==> src/rtl/jalr_target_resolver_pkg.sv <==
// -----------------------------------------------------------------------------
// jalr_target_resolver_pkg
// Shared definitions for the JALR target resolver slice: datapath width,
// mirrored link-register count, register address width, the handshake FSM
// state type and a small register-address helper.
// -----------------------------------------------------------------------------
package jalr_target_resolver_pkg;

    localparam int XLEN    = 32;
    localparam int REG_NUM = 32;
    localparam int REG_AW  = 5;

    // Output slot state: IDLE means the slot is empty, RESP means a result is
    // being presented on the target port.
    typedef enum logic [0:0] {
        IDLE = 1'b0,
        RESP = 1'b1
    } state_e;

    // Register x0 is hardwired to zero; every other address is a real entry.
    function automatic logic is_real_reg(input logic [REG_AW-1:0] addr);
        return (addr != {REG_AW{1'b0}});
    endfunction

endpackage : jalr_target_resolver_pkg

==> src/rtl/jalr_target_resolver_link_mirror_rf.sv <==
// -----------------------------------------------------------------------------
// link_mirror_rf
// Shadow copy of the link registers written by JAL. One write port, one
// combinational read port. Entry 0 is never written and always reads zero.
//
// Ports
//   clk_i     : clock, state updates on the rising edge
//   nrst_i    : asynchronous active-low reset, clears every entry
//   we_i      : write strobe
//   waddr_i   : write address
//   wdata_i   : write data
//   raddr_i   : read address
//   rdata_o   : read data (combinational)
// -----------------------------------------------------------------------------
module link_mirror_rf #(
    parameter int XLEN    = 32,
    parameter int REG_NUM = 32,
    parameter int AW      = 5
) (
    input  logic            clk_i,
    input  logic            nrst_i,
    input  logic            we_i,
    input  logic [AW-1:0]   waddr_i,
    input  logic [XLEN-1:0] wdata_i,
    input  logic [AW-1:0]   raddr_i,
    output logic [XLEN-1:0] rdata_o
);

    logic [XLEN-1:0] mem_q [REG_NUM];
    logic [XLEN-1:0] mem_d [REG_NUM];
    logic            wr_hit_s;
    logic            rd_hit_s;

    // Writes land only on an existing, non-zero entry.
    assign wr_hit_s = we_i && (waddr_i != {AW{1'b0}}) && (32'(waddr_i) < REG_NUM);
    assign rd_hit_s = (raddr_i != {AW{1'b0}}) && (32'(raddr_i) < REG_NUM);

    // Next-state of the storage array.
    always_comb begin
        for (int i = 0; i < REG_NUM; i++) begin
            mem_d[i] = mem_q[i];
        end
        if (wr_hit_s) begin
            mem_d[waddr_i] = wdata_i;
        end else begin
            mem_d[0] = mem_q[0];
        end
        // Entry 0 is pinned so that a stray value can never be stored there.
        mem_d[0] = {XLEN{1'b0}};
    end

    // Storage flops with asynchronous clear.
    always_ff @(posedge clk_i or negedge nrst_i) begin
        if (!nrst_i) begin
            for (int i = 0; i < REG_NUM; i++) begin
                mem_q[i] <= {XLEN{1'b0}};
            end
        end else begin
            for (int i = 0; i < REG_NUM; i++) begin
                mem_q[i] <= mem_d[i];
            end
        end
    end

    // Combinational read; x0 and out-of-range addresses read zero.
    always_comb begin
        rdata_o = {XLEN{1'b0}};
        if (rd_hit_s) begin
            rdata_o = mem_q[raddr_i];
        end else begin
            rdata_o = {XLEN{1'b0}};
        end
    end

endmodule : link_mirror_rf

==> src/rtl/jalr_target_resolver.sv <==
// -----------------------------------------------------------------------------
// jalr_target_resolver
// Resolves JALR jump targets early from a mirrored copy of the link registers.
// A request supplies rs1 and the sign-extended offset; one cycle after it is
// accepted the target (base + imm, bit 0 cleared) is presented on a
// valid/ready output port together with a misalignment flag (target bit 1).
// The output slot holds one result and refills in the cycle it drains, so
// back-to-back requests sustain one result per cycle.
//
// Ports
//   clk_i          : clock
//   nrst_i         : asynchronous active-low reset
//   wr_en_i        : link-write strobe (from JAL)
//   wr_addr_i      : link-write destination register
//   wr_data_i      : link-write value (return pc)
//   req_valid_i    : resolve request valid
//   req_ready_o    : resolver can accept a request this cycle
//   rs1_addr_i     : JALR base register
//   imm_i          : sign-extended JALR offset
//   tgt_valid_o    : target result valid
//   tgt_ready_i    : consumer accepts the result
//   tgt_addr_o     : resolved jump target
//   tgt_misalign_o : target not 4-byte aligned
// -----------------------------------------------------------------------------
module jalr_target_resolver #(
    parameter int XLEN    = jalr_target_resolver_pkg::XLEN,
    parameter int REG_NUM = jalr_target_resolver_pkg::REG_NUM
) (
    input  logic                                    clk_i,
    input  logic                                    nrst_i,
    input  logic                                    wr_en_i,
    input  logic [jalr_target_resolver_pkg::REG_AW-1:0] wr_addr_i,
    input  logic [XLEN-1:0]                         wr_data_i,
    input  logic                                    req_valid_i,
    output logic                                    req_ready_o,
    input  logic [jalr_target_resolver_pkg::REG_AW-1:0] rs1_addr_i,
    input  logic [XLEN-1:0]                         imm_i,
    output logic                                    tgt_valid_o,
    input  logic                                    tgt_ready_i,
    output logic [XLEN-1:0]                         tgt_addr_o,
    output logic                                    tgt_misalign_o
);

    import jalr_target_resolver_pkg::*;

    state_e          state_q;
    state_e          state_d;
    logic [XLEN-1:0] tgt_addr_q;
    logic [XLEN-1:0] tgt_addr_d;
    logic            tgt_misalign_q;
    logic            tgt_misalign_d;

    logic [XLEN-1:0] rf_rdata_s;
    logic            accept_s;
    logic            bypass_s;
    logic [XLEN-1:0] base_s;
    logic [XLEN-1:0] sum_s;
    logic [XLEN-1:0] target_s;

    link_mirror_rf #(
        .XLEN    (XLEN),
        .REG_NUM (REG_NUM),
        .AW      (REG_AW)
    ) u_mirror (
        .clk_i   (clk_i),
        .nrst_i  (nrst_i),
        .we_i    (wr_en_i),
        .waddr_i (wr_addr_i),
        .wdata_i (wr_data_i),
        .raddr_i (rs1_addr_i),
        .rdata_o (rf_rdata_s)
    );

    // The slot can take a new request when empty or when it drains this cycle.
    assign req_ready_o = (state_q == IDLE) || tgt_ready_i;
    assign accept_s    = req_valid_i && req_ready_o;

    // A link write to rs1 in the same cycle must be seen by the request,
    // otherwise a JAL immediately followed by its JALR would use a stale base.
    assign bypass_s = wr_en_i && (wr_addr_i == rs1_addr_i) && is_real_reg(rs1_addr_i);

    // Base selection and target arithmetic; the add wraps modulo 2^XLEN.
    always_comb begin
        base_s = rf_rdata_s;
        if (bypass_s) begin
            base_s = wr_data_i;
        end else begin
            base_s = rf_rdata_s;
        end
        sum_s    = base_s + imm_i;
        target_s = {sum_s[XLEN-1:1], 1'b0};
    end

    // Handshake FSM next state.
    always_comb begin
        state_d = state_q;
        case (state_q)
            IDLE: begin
                if (accept_s) begin
                    state_d = RESP;
                end else begin
                    state_d = IDLE;
                end
            end
            RESP: begin
                if (tgt_ready_i && !accept_s) begin
                    state_d = IDLE;
                end else begin
                    state_d = RESP;
                end
            end
            default: begin
                state_d = IDLE;
            end
        endcase
    end

    // Result register next value: loaded only on accept, otherwise held so a
    // stalled result is never recomputed from a since-updated mirror.
    always_comb begin
        tgt_addr_d     = tgt_addr_q;
        tgt_misalign_d = tgt_misalign_q;
        if (accept_s) begin
            tgt_addr_d     = target_s;
            tgt_misalign_d = target_s[1];
        end else begin
            tgt_addr_d     = tgt_addr_q;
            tgt_misalign_d = tgt_misalign_q;
        end
    end

    // FSM and result flops; reset drops any pending result.
    always_ff @(posedge clk_i or negedge nrst_i) begin
        if (!nrst_i) begin
            state_q        <= IDLE;
            tgt_addr_q     <= {XLEN{1'b0}};
            tgt_misalign_q <= 1'b0;
        end else begin
            state_q        <= state_d;
            tgt_addr_q     <= tgt_addr_d;
            tgt_misalign_q <= tgt_misalign_d;
        end
    end

    assign tgt_valid_o    = (state_q == RESP);
    assign tgt_addr_o     = tgt_addr_q;
    assign tgt_misalign_o = tgt_misalign_q;

endmodule : jalr_target_resolver

==> config.mk <==
export PLATFORM = sky130hd
export DESIGN_NAME = jalr_target_resolver
export DESIGN_NICKNAME = d
export VERILOG_FILES = /design/src/rtl/jalr_target_resolver_pkg.sv /design/src/rtl/jalr_target_resolver_link_mirror_rf.sv /design/src/rtl/jalr_target_resolver.sv
export SDC_FILE = /design/constraint.sdc
export NUM_CORES = 2
export LEC_CHECK = 0
export ABC_CLOCK_PERIOD_IN_PS = 11600
export CAP_MARGIN = 20
export CORE_UTILIZATION = 65
export CTS_CLUSTER_DIAMETER = 100
export DETAILED_ROUTE_END_ITERATION = 12
export PLACE_DENSITY = 0.83
export SLEW_MARGIN = 20
export SYNTH_ARGS = -nofsm -noshare
export SYNTH_HDL_FRONTEND = slang
export SYNTH_SLANG_ARGS = --single-unit
==> constraint.sdc <==
create_clock -name clk_i -period 11.6 [get_ports clk_i]
set_clock_uncertainty 0.1 [all_clocks]
set_input_delay 2.9 -clock clk_i [delete_from_list [all_inputs] [get_ports clk_i]]
set_output_delay 2.9 -clock clk_i [all_outputs]
set_load 0.05 [all_outputs]
## Word-level counts from Yosys, hierarchy flattened

Cells that the tools add are included.

- Output and inout port bits: 35
- Logic and storage cells: 63
- Bits in registers: 1,025
- Bits of input ports: 79

- $lt $le $gt $ge: 3
- Add/subtract/negate cells: 1
- Mux-type cells: 11
- Equal/unequal tests: 1
- Bitwise logic cells: 3
- Reductions and logical operators: 10

Operator list:

| kind | number |
|---|---|
| $bwmux 1024 | 1 |
| $bmux 32 s5 | 1 |
| $demux 32 s5 | 1 |
| $mux 32 | 5 |
| $add 32x32->32 | 1 |
| $ge 6x6->1 const B | 2 |
| $not 5->6 | 2 |
| $reduce_bool 5->1 | 2 |
| $logic_and 1x1->1 | 6 |
| $lt 6x1->1 const B | 1 |
| $eq 5x5->1 | 1 |
| $mux 1 | 2 |
| $pmux 1 s2 | 1 |
| $logic_not 1->1 | 1 |
| $logic_or 1x1->1 | 1 |
| $not 1->1 | 1 |

## Logic depth before layout (Yosys ltp)

- Depth in word-level cells: 7
- Depth in mapped cells: 21
- Depth with buffers taken out: 16

## Cells and area by module

A second synthesis with hierarchy kept.

- Cells, all modules: 3,577
- Area total of the unflattened synthesis: 49,122.1 µm²

By module, submodules not included:

| module | cells each | area an instance (µm²) | seq. area each (µm²) | instances |
|---|---|---|---|---|
| link_mirror_rf | 3,154 | 45,581.2 | 24,823.8 | 1 |
| jalr_target_resolver | 423 | 3,540.9 | 800.8 | 1 |

## Worst setup path before layout

OpenSTA, ideal clock, no wires.

- Path type: input to register
- From: input port rs1_addr_i[0] in the netlist's numbering
- To: register tgt_addr_q[29], in the netlist tgt_addr_o[29]
- Setup slack: 3.771 ns
- Data arrival time: 7.646 ns
- Path buffers: 5
- Setup time: 0.083 ns
- Stages on the path: 19
- Data required time: 11.417 ns
- Path through: buf_2 > buf_2 > buf_2 > clkbuf_1 > buf_2 > mux4_2 > mux4_2 > mux2i_1 > o21ai_0 > ha_1 > nand2_1 > nor4_1 > or4b_1 > a31oi_1 > a31oi_1 > a211oi_1 > a41oi_1 > xor2_1 > o21ai_0

- Longest elaborated chain between the ends: 7
- Elaborated cells on any way between the ends: 11
- Classes of those cells: 1 x add/sub; 1 x eq/ne; 5 x mux; 1 x bitwise; 3 x reduce/logical

Ends and longest elaborated chain:

| what | line | RTL |
|---|---|---|
| start: declaration | jalr_target_resolver.sv:36 | `input logic [jalr_target_resolver_pkg::REG_AW-1:0] rs1_addr_i,` |
| $not 5->6 (not written as such) | jalr_target_resolver_link_mirror_rf.sv:69 | `rdata_o = mem_q[raddr_i];` |
| $bmux 32 s5 | jalr_target_resolver_link_mirror_rf.sv:69 |  |
| $mux 32 (not written as such) (2 in series) | jalr_target_resolver_link_mirror_rf.sv:69 |  |
| $mux 32 | jalr_target_resolver_link_mirror_rf.sv:68 | `if (rd_hit_s) begin` |
| $mux 32 (*) | jalr_target_resolver.sv:85 | `if (bypass_s) begin` |
| $add 32x32->32 (*) | jalr_target_resolver.sv:90 | `sum_s = base_s + imm_i;` |
| end signal: assignment | jalr_target_resolver.sv:136 | `tgt_addr_q <= {XLEN{1'b0}};` |
| end signal: assignment | jalr_target_resolver.sv:140 | `tgt_addr_q <= tgt_addr_d;` |
| end: declaration | jalr_target_resolver.sv:48 | `logic [XLEN-1:0] tgt_addr_q;` |

Mark *: on every way between the ends. The rest lies on a longest branch, timed or not. The select of a mux whose other input is x is not followed.
A chain may end at the register's enable or synchronous reset.

## Worst setup path in the final report

Same ends and word-level chain as after synthesis.

==> metrics <==
status finished clean; RSZ-0062 raised after global routing no; Psw 2.77 mW; Final Instance Count excl. Fillers 4,171; Clock Path Buffers 3; Synth Instances 3,130; Vias 28,600; Rel. slew slack 24.1%; synth unique cells 56; slowest cell on the critical path buf_4; die width 274 µm; Initial Util 65.7%; CP Max Fanout 44; combinational share of power 21.3%; I/O pins 114; total number of yosys warnings 0; Avg Cell Area, Syn 15.3 µm²; VDD IR max 0.188 mV; internal power 7.37 mW; H-tree Lvls 3; Post-Route WL 122 mm; clk sinks 1,024; remaining antenna violation count 0; vias in the first global route 30,700; Clock Power Share 32.6%; HP Class reg -> reg; WP data required 12,080 ps; First-pass DRT Iterations 5; MaxCap Viol Count 0; global-route wire length before repair 189 mm; sw frac 27.3%; synth-to-layout area growth 11.2%; pwr dens 190 nW/µm²; crit start category input pin; minimum clock period 8060 ps; Seq pwr share 46.1%; GRT overflow 0; PnR Total Power 10.1 mW; I/O Buffers 112; Initial DRC Count 2,648; Slew Limit Fails 0; HPWL Detailed 68.4 mm; setup tns final 0 ps; GRT Overall Usage 33.8%; Hold Crit Start tgt_addr_o[15]$_DFFE_PN0P_; Post-synth EDFFs 0; CTS resizes 0; hold path cells 2; ys flop type dfrtp_1; max incr delay on CP 730 ps; syn nets 3,242; Final period util 69.5%; setup bufs post-CTS 0; Slew @ Worst Pin 1130 ps; NumNets Final 3,242; filler instances 4,398; largest net degree at the start of global routing 191; DR vias/cell 6.85; CP Class in -> reg; RR Startpoint u_mirror.mem_q[38]$_DFFE_PN0P_; Final Setup Violations 0; CP arrival 8540 ps; Leak 23.8 nW; total CTS buffers 103; Core ar. 73,000 µm²; Max Clk Rate 0.124 GHz; wire length per cell 29.3 µm; clk_lat worst skew 670 ps; Worst R2R Path Depth 14; critical path, cell by cell buf_8, buf_4, mux4_2, mux4_2, mux2i_1, o21ai_0, ha_1, nand2_1, nor4_1, or4b_1, a31oi_1, a31oi_1, a211oi_1, a41oi_1, xor2_1, o21ai_0; die height 274 µm; r2r setup slk 6740 ps; most frequent cells in the layout dfrtp_1, mux2_2, mux4_2; final hold vios 0; RR Endpoint tgt_addr_o[29]$_DFFE_PN0P_; layout cells sized above 1 49.1%; RD Place Congestion 0.964; #FFs+latches synth 1,024; CTS root buffer clkbuf_16; Die Footprint 74,800 µm²; CTS Hold Bufs 0; TritonCTS clock tree yes; most common cell after layout, fill and taps aside dfrtp_1; antenna violations before repair 2; end of the worst hold path tgt_addr_o[15]$_DFFE_PN0P_; asr flop ratio synth 100%; DRC 0; placed cells 3,983; Worst setup EP type flop; sequential area share after synthesis 53.5%; CTS clk-pin slew, worst paths 60 ps; Mapped Area 47,900 µm²; Cell Rows 99
Yosys cell counts, drive strengths merged (6+ instances only):
master     n  share of area [%]
nand2    113               0.89
buf       62               0.59
mux2i     34               0.71
nor2      29               0.23
xnor2     18               0.33
a31oi      7              0.091
ha        32               0.84
nor3b      7               0.12
mux2    1010                 24
nand3      9              0.094
xor2      16               0.29
mux4     285                 13
a21oi     30               0.31
o21bai     7               0.11
nand2b     6              0.078
nor3      11               0.11
dfrtp   1024                 53
clkbuf   231                1.8
o21ai     90               0.95
a22o      30               0.55
a21o      14               0.22
inv        6              0.047
or3        6              0.078
power by group through the flow:
stage	registers [mW]	logic, mW	clock network (mW)
6_report	4.68	2.16	3.30
5_1_grt	4.75	2.31	3.47
4_1_cts	4.66	2.16	3.33
3_5_place_dp	4.72	2.15	0
3_3_place_gp	4.65	2.06	0
2_1_floorplan	4.76	1.43	0
cell families after synthesis:
group	count (synthesis)	share of synthesized area [%]
compound gates	205	2.74
other cells	1	0.00783
xor+xnor	34	0.621
buf+inv	299	2.45
simple gates	205	1.98
fa+ha+maj	33	0.877
flops	1024	53.5
mux	1329	37.9
routing by layer:
metal	share of wire [%]	GRT usage (%)	vias to the layer above
met5	0.011	0	-
met4	3.8	13.4	2
met3	7.3	6.27	282
met2	49	54.6	1185
met1	40	46.1	15500
li1	-	-	11700
worst max path at each step:
stage / from / end / slack [ps] / depth (start not counted)
after floorplan: rs1_addr_i[0] / tgt_addr_o[29]$_DFFE_PN0P_ / 3770 / 19
after global placement: rs1_addr_i[0] / tgt_addr_o[29]$_DFFE_PN0P_ / 2860 / 16
after detailed placement: rs1_addr_i[0] / tgt_addr_o[29]$_DFFE_PN0P_ / 2850 / 16
after CTS: rs1_addr_i[0] / tgt_addr_o[29]$_DFFE_PN0P_ / 3560 / 16
after global routing: rs1_addr_i[0] / tgt_addr_o[30]$_DFFE_PN0P_ / 3220 / 15
final: rs1_addr_i[0] / tgt_addr_o[29]$_DFFE_PN0P_ / 3540 / 16
registers in the layout, summed over array words and instances, names as in the netlist:
register and flops:
tgt_addr_o 31, tgt_valid_o 1, u_mirror.mem_q 992
critical path, delay by kind of cell:
family	cells	cell delay [ps]
AOI/OAI and AO/OA	6	1210
muxes	3	1240
xor gates and xnor gates	1	170
and+or+nand+nor	3	1400
adders and majority gates	1	420
buffers and inverters	2	1120
layout make-up:
type | count | area [µm²] | area share (%)
well taps | 959 | 1200 | 2.25
multi-input cells | 1807 | 21300 | 40.0
diodes | 2 | 5.00 | 0.00939
flip-flops and latches | 1024 | 25600 | 48.1
clock inverters | 28 | 298 | 0.559
clock buffers | 157 | 3050 | 5.73
inverters | 6 | 22.5 | 0.0423
repair buffers | 188 | 1780 | 3.34
per-stage QoR:
| step | utilization (%) | setup WS [ps] | area (µm²) | hold slack [ps] |
|---|---|---|---|---|
| after floorplan | - | 3770 | 47900 | 342 |
| after global placement | 68.4 | 2860 | 49900 | 354 |
| after detailed placement | 68.4 | 2850 | 49900 | 363 |
| after CTS | 73.0 | 3560 | 53300 | 376 |
| after global routing | 73.0 | 3220 | 53300 | 404 |
| final | 73.0 | 3540 | 53300 | 382 |
(Power assumes the default switching activity.)
